**src/rtl/pipeline_stage0_prefetch_pkg.sv**
```systemverilog
// pipeline_stage0_prefetch_pkg: shared constants, output-mux select encoding and depth check
package pipeline_stage0_prefetch_pkg;
    localparam logic [7:0] NOP = 8'h00;
    typedef enum logic [1:0] {
        SEL_NOP,
        SEL_BYPASS,
        SEL_HEAD,
        SEL_REPLAY
    } sel_t;
    function automatic bit is_pow2(input int n);
        return (n >= 2) && ((n & (n - 1)) == 0);
    endfunction
endpackage

```
**src/rtl/pipeline_stage0_prefetch_fetch_queue.sv**
```systemverilog
// fetch_queue: WIDTH x DEPTH circular buffer with push/pop and synchronous clear
//   clk   : system clock
//   clear : drops every entry and zeroes the pointers on the next edge
//   push  : write din at the tail (caller guarantees !full)
//   pop   : retire the head (caller guarantees !empty)
//   head  : oldest entry, count/full/empty : occupancy
module fetch_queue
    import pipeline_stage0_prefetch_pkg::*;
#(
    parameter int WIDTH = 8,
    parameter int DEPTH = 4,
    localparam int PTR_W = $clog2(DEPTH)
) (
    input  logic             clk,
    input  logic             clear,
    input  logic             push,
    input  logic             pop,
    input  logic [WIDTH-1:0] din,
    output logic [WIDTH-1:0] head,
    output logic [PTR_W:0]   count,
    output logic             full,
    output logic             empty
);
    if (!is_pow2(DEPTH)) begin : g_bad_depth
        $error("fetch_queue: DEPTH must be a power of two >= 2");
    end
    logic [WIDTH-1:0] mem [DEPTH];
    logic [PTR_W-1:0] wr_ptr, rd_ptr;
    assign head  = mem[rd_ptr];
    assign full  = count == (PTR_W + 1)'(DEPTH);
    assign empty = count == '0;
    always_ff @(posedge clk) begin
        if (push && !clear) mem[wr_ptr] <= din;
    end
    // Pointers wrap for free because DEPTH is a power of two.
    always_ff @(posedge clk) begin
        if (clear) begin
            wr_ptr <= '0;
            rd_ptr <= '0;
            count  <= '0;
        end else begin
            wr_ptr <= wr_ptr + PTR_W'(push);
            rd_ptr <= rd_ptr + PTR_W'(pop);
            count  <= count + (PTR_W + 1)'(push) - (PTR_W + 1)'(pop);
        end
    end
endmodule

```
**src/rtl/pipeline_stage0_prefetch.sv**
```systemverilog
// pipeline_stage0_prefetch: fetch stage 0 with a prefetch queue, bypass, replay, flush and PC strobes
//   bus_request/fetch_suppress : bus owner and fetch suppression; both high = replay last byte
//   flag_pcraflip              : selects which PC register (pcra0/pcra1) gets the increment strobe
//   flush                      : taken branch, drops queued bytes and the same-cycle bus byte
//   consume                    : stage 1 takes instruction_out this cycle
//   instruction_out/valid      : byte to stage 1
//   inc_pcra0/inc_pcra1        : active-low increment strobes, one low per accepted byte
//   queue_count/fetch_hold     : occupancy and full indication
module pipeline_stage0_prefetch
    import pipeline_stage0_prefetch_pkg::*;
#(
    parameter int WIDTH = 8,
    parameter int DEPTH = 4,
    localparam int PTR_W = $clog2(DEPTH)
) (
    input  logic             clk,
    input  logic             reset,
    input  logic             bus_request,
    input  logic             fetch_suppress,
    input  logic             flag_pcraflip,
    input  logic             flush,
    input  logic             consume,
    input  logic [WIDTH-1:0] bus_in,
    output logic [WIDTH-1:0] instruction_out,
    output logic             instruction_valid,
    output logic             inc_pcra0,
    output logic             inc_pcra1,
    output logic [PTR_W:0]   queue_count,
    output logic             fetch_hold
);
    logic             fetch_byte, replay, bypass_take, accept, push, pop, full, empty;
    logic [WIDTH-1:0] head, last_issued;
    sel_t             sel;
    fetch_queue #(.WIDTH(WIDTH), .DEPTH(DEPTH)) u_queue (
        .clk  (clk),
        .clear(reset || flush),
        .push (push),
        .pop  (pop),
        .din  (bus_in),
        .head (head),
        .count(queue_count),
        .full (full),
        .empty(empty)
    );
    assign fetch_byte  = !bus_request && !fetch_suppress && !flush;
    assign replay      = bus_request && fetch_suppress;
    assign bypass_take = empty && fetch_byte && consume && !replay;
    // A byte refused because the queue is full is not accepted, so the PC stays put and it is refetched.
    assign accept      = !reset && fetch_byte && (bypass_take || !full);
    assign push        = accept && !bypass_take;
    assign pop         = consume && !empty && !replay && !flush;
    assign sel         = replay ? SEL_REPLAY : !empty ? SEL_HEAD : fetch_byte ? SEL_BYPASS : SEL_NOP;
    assign instruction_out = sel == SEL_REPLAY ? last_issued :
                             sel == SEL_HEAD   ? head :
                             sel == SEL_BYPASS ? bus_in : WIDTH'(NOP);
    assign instruction_valid = sel != SEL_NOP;
    assign inc_pcra0  = !(accept && !flag_pcraflip);
    assign inc_pcra1  = !(accept && flag_pcraflip);
    assign fetch_hold = full;
    always_ff @(posedge clk) begin
        if (reset || flush) last_issued <= '0;
        else if (consume && instruction_valid && !replay) last_issued <= instruction_out;
    end
endmodule

```
**config.mk**
```make
export PLATFORM = sky130hd
export DESIGN_NAME = pipeline_stage0_prefetch
export DESIGN_NICKNAME = d
export VERILOG_FILES = /design/src/rtl/pipeline_stage0_prefetch_pkg.sv /design/src/rtl/pipeline_stage0_prefetch_fetch_queue.sv /design/src/rtl/pipeline_stage0_prefetch.sv
export SDC_FILE = /design/constraint.sdc
export NUM_CORES = 1
export LEC_CHECK = 0
export ABC_AREA = 1
export BUFFER_PORTS_ARGS = -buffer_cell sky130_fd_sc_hd__buf_2
export CAP_MARGIN = 20
export CORE_MARGIN = 5
export CORE_UTILIZATION = 38
export CTS_CLUSTER_DIAMETER = 30
export CTS_CLUSTER_SIZE = 14
export DETAILED_ROUTE_END_ITERATION = 7
export GPL_TIMING_DRIVEN = 0
export PLACE_DENSITY = 0.56
export REMOVE_ABC_BUFFERS = 1
export SETUP_SLACK_MARGIN = 0.05
export SYNTH_ARGS = -nofsm -noshare
export SYNTH_HDL_FRONTEND = slang
export SYNTH_SLANG_ARGS = --single-unit
```
**constraint.sdc**
```tcl
create_clock -name clk -period 3.2 [get_ports clk]
set_input_delay 0.48 -clock clk [delete_from_list [all_inputs] [get_ports clk]]
set_output_delay 0.48 -clock clk [all_outputs]
set_load 0.02 [all_outputs]
```
# Yosys cells after proc, flatten, opt, wreduce, memory -nomap -nowiden
# Memories as Yosys holds them, arrays and structs flattened. A register that Yosys moved wholly into a read port is not among the register bits.
# Index checks and enable logic that the tools add are counted.
dict set report word_totals {
  reg_bits 15
  ramBits 32
  out_inout_bits 15
  elab_cells 55
  memories 1
}
# name depth word_bits rd rd_ports_with_merged_regs wr line_no
set memory_table {}
lappend memory_table {u_queue.mem 4 8 1 1 1 pipeline_stage0_prefetch_fetch_queue.sv:27} ;# logic [WIDTH-1:0] mem [DEPTH];
dict set report classes {
  addsub 4
  eq_ne 4
  mux 9
  reduce_logical 33
}
# op n
set ops {}
lappend ops {{$mux 8} 3}
lappend ops {{$logic_and 1x1->1} 17}
lappend ops {{$logic_not 1->1} 12}
lappend ops {{$mux 2} 3}
lappend ops {{$add 2x1->2} 2}
lappend ops {{$eq 2x2->1 const B} 2}
lappend ops {{$add 3x1->3} 1}
lappend ops {{$eq 3x3->1 const B} 1}
lappend ops {{$logic_not 3->1} 1}
lappend ops {{$mux 1} 3}
lappend ops {{$sub 3x1->3} 1}
lappend ops {{$eq 2x1->1 const B} 1}
lappend ops {{$logic_or 1x1->1} 2}
lappend ops {{$reduce_bool 2->1} 1}

# Depth between registers and ports, before layout
# Gate-level depths: netlist of the first run.
dict set report depth {
  word_depth 12
  mapped_depth 11
  ltp_nobuf 11
}

# Cells and area by module
# From an unflattened synthesis of the first run, not the netlist that was laid out.
dict set report hier_totals {
  hier_cells 242
  area_unflattened_um2 2247.2
}
# module instances cells_per_inst area_per_inst_um2 seq_area_each_um2
set by_module_without_submodules {}
lappend by_module_without_submodules {fetch_queue 1 138 1639.1 1101.1}
lappend by_module_without_submodules {pipeline_stage0_prefetch 1 104 608.1 160.2}

# Least setup slack after synthesis of the first run
# Ideal clock, no wire load.
dict set report synth_path {
  path_type {input-to-reg}
  from {in fetch_suppress}
  to {reg u_queue.count[1]}
  setup_ns 0.116
  t_arrival_ns 1.977
  path_slack_ns 1.107
  cell_stages 11
  path_buffers 0
  cell_sequence {nand2_2 > inv_2 > nor2_2 > inv_1 > nor3_1 > ha_1 > inv_1 > ha_1 > fa_1 > inv_1 > nor2_1}
}
dict set report synth_via {
  elab_chain_len 11
}
# item line_no
set synth_rtl {}
lappend synth_rtl {{start, declared} pipeline_stage0_prefetch.sv:19} ;# input logic fetch_suppress,
lappend synth_rtl {{$logic_not 1->1} pipeline_stage0_prefetch.sv:45} ;# assign fetch_byte = !bus_request && !fetch_suppress && !flush;
lappend synth_rtl {{$logic_and 1x1->1 (2 in a row)} pipeline_stage0_prefetch.sv:45}
lappend synth_rtl {{$logic_and 1x1->1 (3 in a row)} pipeline_stage0_prefetch.sv:47} ;# assign bypass_take = empty && fetch_byte && consume && !replay;
lappend synth_rtl {{$logic_or 1x1->1} pipeline_stage0_prefetch.sv:49} ;# assign accept = !reset && fetch_byte && (bypass_take || !full);
lappend synth_rtl {{$logic_and 1x1->1} pipeline_stage0_prefetch.sv:49}
lappend synth_rtl {{$logic_and 1x1->1} pipeline_stage0_prefetch.sv:50} ;# assign push = accept && !bypass_take;
lappend synth_rtl {{$add 3x1->3} pipeline_stage0_prefetch_fetch_queue.sv:44} ;# count <= count + (PTR_W + 1)'(push) - (PTR_W + 1)'(pop);
lappend synth_rtl {{$sub 3x1->3 (*)} pipeline_stage0_prefetch_fetch_queue.sv:44}
lappend synth_rtl {{end signal, assigned} pipeline_stage0_prefetch_fetch_queue.sv:44}
lappend synth_rtl {{end, declared} pipeline_stage0_prefetch_fetch_queue.sv:20} ;# output logic [PTR_W:0] count,
# Mark *: on every way between the ends. The rest lies on a longest branch, timed or not.
# A chain may end at the register's enable or synchronous reset.

==> results of run 1 <==
[sequential cells by signal (all words and copies together) (netlist names)]
name / cells
u_queue.rd_ptr: 2
u_queue.mem: 32
last_issued: 8
u_queue.wr_ptr: 2
u_queue.count: 3
[placed cells by master (no fill, tap or decap), drive strengths merged]
cell type  count
a21oi         15
buf           33
clkbuf         5
clkinv         2
clkinvlp       1
dfxtp         15
edfxtp        32
fa             1
ha             4
inv           39
nand2         61
nand3         31
nor2          22
nor3           6
o21ai          1
xnor2          4
[path summary, 6_finish.rpt]
path	cells past startpoint	endpoint	slack, ps	startpoint
setup / recovery	8	instruction_out[7]	640	u_queue.rd_ptr[0]
hold / removal	1	u_queue.mem[1][4]	420	bus_in[4]
setup reg to reg	10	u_queue.count[2]	1100	u_queue.count[1]
hold reg to reg	4	last_issued[7]	530	last_issued[7]
[worst reg2reg max path, cell delays in order (launching register included)]
cell,delay (ps)
dfxtp_1,360
nor2_1,130
nand2_2,100
nor2_4,260
inv_2,60
o21ai_2,190
inv_1,100
ha_1,200
fa_1,370
xnor2_1,170
nor2_1,50
[per-layer routing]
layer	track usage (%)	wire (um)
met3	2.79	140
met1	18.9	2260
met2	21.6	2150
met4	5.61	83
met5	0	0
[cell type report]
class	instances	area, um^2	area share [%]
Clock buffer	5	68.8	2.77
Clock inverter	3	20.0	0.807
Inverter	39	149	6.00
Multi-Input combinational cell	145	722	29.1
Sequential cell	47	1260	50.8
Tap cell	72	90.1	3.63
Timing Repair Buffer	33	170	6.86
[logic make-up after synthesis]
group                    count (synthesis)  synth area share (%)
adder cells (fa/ha/maj)                  5                  3.22
AO/OA/AOI/OAI                           16                  3.85
AND/OR/NAND/NOR                        120                  24.5
XOR/XNOR                                 4                  1.61
buffers and inverters                   44                  8.80
flip-flops                              47                  58.0
[power groups by stage]
stage                     combinational (W)  clock, W  sequential, W
after floorplan                   0.0000381         0       0.000667
after global placement            0.0000688         0       0.000667
after detailed placement          0.0000699         0       0.000667
after CTS                         0.0000701  0.000361       0.000653
after global routing              0.0000776  0.000389       0.000653
final                             0.0000692  0.000353       0.000653
[metrics by stage]
stage	cell area, um^2	setup slack [ps]	utilization [%]	std cells
3_5_place_dp	2390	753	43.2	336
2_1_floorplan	2130	1100	-	231
3_3_place_gp	2370	538	42.7	332
4_1_cts	2480	590	44.8	344
5_1_grt	2480	378	44.8	344
6_report	2480	638	44.8	344
==> summary.md, run 1 <==
| Metric | Value |
|---|---|
| Outcome | `completed` |
| Most used DFF post-synth | `edfxtp_1` |
| Post-synth top cells | `57 x nand2_1, 34 x inv_1, 32 x edfxtp_1` |
| DR pass1 iterations | `4` |
| Register area share after synthesis | `58.0%` |
| Part of the power in combinational logic | `6.4%` |
| HPWL after detailed placement | `3.30 mm` |
| Slew Limit Fails | `0` |
| Max clock buf depth | `2` |
| DR DRC count | `0` |
| Slowest cell delay on critical path | `770 ps` |
| Drt wl/cell | `13.5 um` |
| Mapped Cells | `236` |
| Fmax | `390 MHz` |
| Die Wd | `85.6 um` |
| DR iter-0 viols | `121` |
| Syn avg cell area | `9.21 um^2` |
| Port Buffers | `29` |
| Hold-fix buffers, CTS | `0` |
| Slew margin rel. | `54.2%` |
| Pwr per Cell Area | `433 nW/um^2` |
| Fin crit period | `2560 ps` |
| Num Clock Sinks | `47` |
| ANT nets after route | `0` |
| Critical path required time | `2720 ps` |
| First-pass GRT wire length | `7.80 mm` |
| Die Ht | `85.6 um` |
| Synth Warn # | `0` |
| Final Hold Fails | `0` |
| Number of synthesized flops with an enable pin | `32` |
| Skew final | `10.0 ps` |
| Internal power | `0.000825 W` |
| Tot Pwr | `0.00107 W` |
| Vias in the first global route | `1,548` |
| Fin nets | `291` |
| Post-CTS resize count | `0` |
| Total congestion overflow | `0` |
| Setup TNS | `0 ps` |
| Top-count cell post-synth | `nand2_1` |
| # setup viols final | `0` |
| Distinct cells, synth | `22` |
| Fin crit share | `80.1%` |
| Post-synthesis async set-or-reset flop share | `0%` |
| Initial antenna violation count | `0` |
| Switching pwr | `0.000250 W` |
| Antenna fix cells | `0` |
| Post-Syn Area | `2170 um^2` |
| Worst EP arrival | `2080 ps` |
| Vias | `1,598` |
| Clk Tree Root Cell | `clkbuf_8` |
| GRT Resource Usage Total | `13.9%` |
| Via density | `4.65` |
| Die area | `7340 um^2` |
| Clock slew at reported path FFs | `90 ps` |
| Largest net degree at the start of global routing | `19` |
| Worst path slowest cell | `dfxtp_1` |
| CP Class | `flip-flop to output pin` |
| Post-synth top area share | `44.2%` |
| Share of post-route cells with drive strength above 1 | `19.5%` |
| Share of power burned in registers | `60.7%` |
| Sw frac | `23.2%` |
| #FFs+latches synth | `47` |
| Max Cap Viol | `0` |
| Fill cell count | `571` |
| DRT Wirelength | `4.64 mm` |
| Area Overhead vs Synth | `14.1%` |
| Post-CTS Setup Inserts | `0` |
| CTS HTree Levels | `2` |
| Core area | `5540 um^2` |
| CP Buf/Inv Count | `3` |
| CTS Buf Count | `5` |
| Gp weighted congestion | `0.738` |
| Starting Density | `39.3%` |
| Cell accounting for the most synthesized area | `edfxtp_1` |
| RSZ-0062 raised after global routing | `no` |
| IO Pins | `30` |
| CP Max Fanout | `18` |
| Critical Path Start Type | `flip-flop` |
| Delay-heaviest family, CP | `flip-flops` |
| Num rows | `27` |
| Area contributors post-synth | `edfxtp_1 44%, dfxtp_1 14%, nand2_1 9.8%` |
| Worst hold path class | `input pin to flip-flop` |
| Hold Slack | `419 ps` |
| VDD IR-drop max | `0.238 mV` |
| LEAKAGE | `1.08 nW` |
| Worst setup EP type | `output pin` |
| CP Cell Sequence | `inv_2 > nand2_1 > nand3_1 > nand2_1 > nor2_1 > nor2_1 > inv_1 > buf_2` |
| Worst-Margin Slew | `685 ps` |
| Worst-Skew Late Latency | `300 ps` |
| Clk network pwr share | `32.9%` |
| CTS tree | `done` |
Power figures use the tool's default switching activity.
==> run 2, diff against run 1 <==
- PLACE_DENSITY: 0.56 -> 0.58
- clock period: 3.2 -> 2.32 ns (I/O delays scaled with it)
==> run 2 against run 1 <==
  * Total power rose by 38%
  * Setup slack got worse by 420 ps
  * Sequential share of layout area rose by 0.074 points
  * Clock skew fell by 7.3 ps
  * Via count fell by 0.19%
  * Utilization rose by 0.068 points
  * First-iteration DRC count fell by 36%
  * Worst hold slack got worse by 140 ps
  * Combinational power rose by 37%
  * Non-clock buffer count did not move
  * Global-route usage fell by 0.19 points
  * Die area did not move
  * Critical endpoint is now u_queue.count[2]
  * Largest power group unchanged
  * Highest routed layer unchanged
==> summary.md, run 2 (same netlist as run 1, synthesis figures left out) <==
| Metric | Value |
|---|---|
| Total congestion overflow | `0` |
| Num rows | `27` |
| Most frequent cells in the layout | `57 x nand2_1, 34 x inv_1, 32 x edfxtp_1` |
| LEAKAGE | `1.08 nW` |
| Antenna fix cells | `0` |
| CP Max Fanout | `9` |
| HPWL after detailed placement | `3.28 mm` |
| Most common cell after layout, fill and taps aside | `nand2_1` |
| Max clock buf depth | `2` |
| Drt wl/cell | `13.3 um` |
| CTS Buf Count | `5` |
| Critical Path Start Type | `flip-flop` |
| Area Overhead vs Synth | `14.3%` |
| Initial antenna violation count | `0` |
| Pwr per Cell Area | `598 nW/um^2` |
| RSZ-0062 raised after global routing | `no` |
| Final Hold Fails | `0` |
| Share of post-route cells with drive strength above 1 | `19.9%` |
| Core area | `5540 um^2` |
| Post-CTS Setup Inserts | `0` |
| Setup TNS | `0 ps` |
| DR DRC count | `0` |
| Largest registers | `u_queue.mem (32), last_issued (8), u_queue.count (3)` |
| Hold-fix buffers, CTS | `0` |
| Skew final | `2.73 ps` |
| Starting Density | `39.3%` |
| Worst hold path class | `input pin to flip-flop` |
| GRT Resource Usage Total | `13.7%` |
| Via density | `4.64` |
| Max Cap Viol | `0` |
| Worst Hold Launch | `bus_in[0]` |
| Flop2flop setup slack | `220 ps` |
| Fin crit period | `2100 ps` |
| Die Wd | `85.6 um` |
| Worst setup EP type | `flip-flop` |
| CTS HTree Levels | `2` |
| Worst-Margin Slew | `764 ps` |
| Top reg by flops | `u_queue.mem` |
| Hold Slack | `280 ps` |
| CP Class | `flip-flop to flip-flop` |
| IO Pins | `30` |
| Die Ht | `85.6 um` |
| Internal power | `0.00114 W` |
| Die area | `7340 um^2` |
| Share of power burned in registers | `60.5%` |
| DR iter-0 viols | `77` |
| Worst EP arrival | `2280 ps` |
| Worst-Skew Late Latency | `300 ps` |
| Cells on Worst Hold Path | `1` |
| Fin nets | `291` |
| CTS tree | `done` |
| Switching pwr | `0.000349 W` |
| R2R depth | `10` |
| # setup viols final | `0` |
| FF-to-FF End | `u_queue.count[2]` |
| DRT Wirelength | `4.57 mm` |
| ANT nets after route | `0` |
| Vias in the first global route | `1,576` |
| Worst r2r src | `u_queue.count[1]` |
| Port Buffers | `29` |
| VDD IR-drop max | `0.405 mV` |
| Sw frac | `23.5%` |
| Fin crit share | `90.5%` |
| Fill cell count | `579` |
| Part of the power in combinational logic | `6.4%` |
| Max FFs per register | `32` |
| Fmax | `476 MHz` |
| Critical path required time | `2500 ps` |
| Largest net degree at the start of global routing | `19` |
| Clock slew at reported path FFs | `90 ps` |
| Num Clock Sinks | `47` |
| Gp weighted congestion | `0.719` |
| Hold Crit Endpoint | `u_queue.mem[2][0]` |
| Vias | `1,595` |
| Clk Tree Root Cell | `clkbuf_8` |
| Slew Limit Fails | `0` |
| Slew margin rel. | `48.7%` |
| First-pass GRT wire length | `7.80 mm` |
| Outcome | `completed` |
| DR pass1 iterations | `4` |
| Clk network pwr share | `33.1%` |
==> run 2: changes by cell type in the layout (fill, tap and decap cells not counted) <==
cell	delta
dfxtp_1	-1
dfxtp_4	+1
==> run 2: metrics by stage <==
stage / cells / util (%) / setup slack (ps) / power (W) / cell area, um^2
after floorplan: 231 / - / 240 / 0.000973 / 2130
after global placement: 332 / 42.7 / -196 / 0.00101 / 2370
after detailed placement: 336 / 43.2 / 29.4 / 0.00102 / 2390
after CTS: 344 / 44.8 / 153 / 0.00151 / 2480
after global routing: 344 / 44.9 / 66.2 / 0.00156 / 2480
final: 344 / 44.9 / 219 / 0.00149 / 2480
==> run 2: worst max-delay path by stage <==
stage,from,end,slack (ps),cells past startpoint
2_1_floorplan,u_queue.count[2],u_queue.count[2],240,9
3_3_place_gp,bus_request,u_queue.mem[0][4],-200,6
3_5_place_dp,fetch_suppress,u_queue.count[1],30,12
4_1_cts,u_queue.rd_ptr[0],instruction_out[7],150,8
5_1_grt,u_queue.count[1],u_queue.count[2],70,10
6_report,u_queue.count[1],u_queue.count[2],220,10
==> run 2: repair_timing <==
action | in CTS | in global routing
resized for setup | 1 | 1
pin swaps | 0 | 1
setup endpoints to repair | 8 | 2
==> run 2: power groups by stage <==
stage	Sequential (W)	Clock, W	Combinational [W]
after floorplan	0.000920	0	0.0000525
after global placement	0.000919	0	0.0000942
after detailed placement	0.000920	0	0.0000960
after CTS	0.000900	0.000509	0.0000964
after global routing	0.000900	0.000552	0.000106
final	0.000899	0.000493	0.0000949
==> run 2: worst max-delay path, stage by stage (launching register included) <==
cell and delay [ps]:
dfxtp_1 370, nor2_1 130, nand2_2 100, nor2_4 230, inv_2 50, o21ai_2 210, inv_1 100, ha_1 200
fa_1 370, xnor2_1 160, nor2_1 50
==> run 2: area by class of cell <==
| type | instances | area, um^2 | area share, % |
|---|---|---|---|
| Sequential cell | 47 | 1260 | 50.9 |
| Multi-Input combinational cell | 145 | 722 | 29.1 |
| Timing Repair Buffer | 33 | 170 | 6.85 |
| Inverter | 39 | 149 | 5.99 |
| Tap cell | 72 | 90.1 | 3.63 |
| Clock buffer | 5 | 68.8 | 2.77 |
| Clock inverter | 3 | 20.0 | 0.806 |
==> run 2: per-layer routing <==
metal / GRT usage, % / up-vias / share of wire [%]
met5: 0 / - / 0
met1: 18.7 / 732 / 49
met3: 2.59 / 6 / 3.7
met2: 21.5 / 30 / 45
met4: 5.18 / 0 / 1.8
li1: - / 827 / -
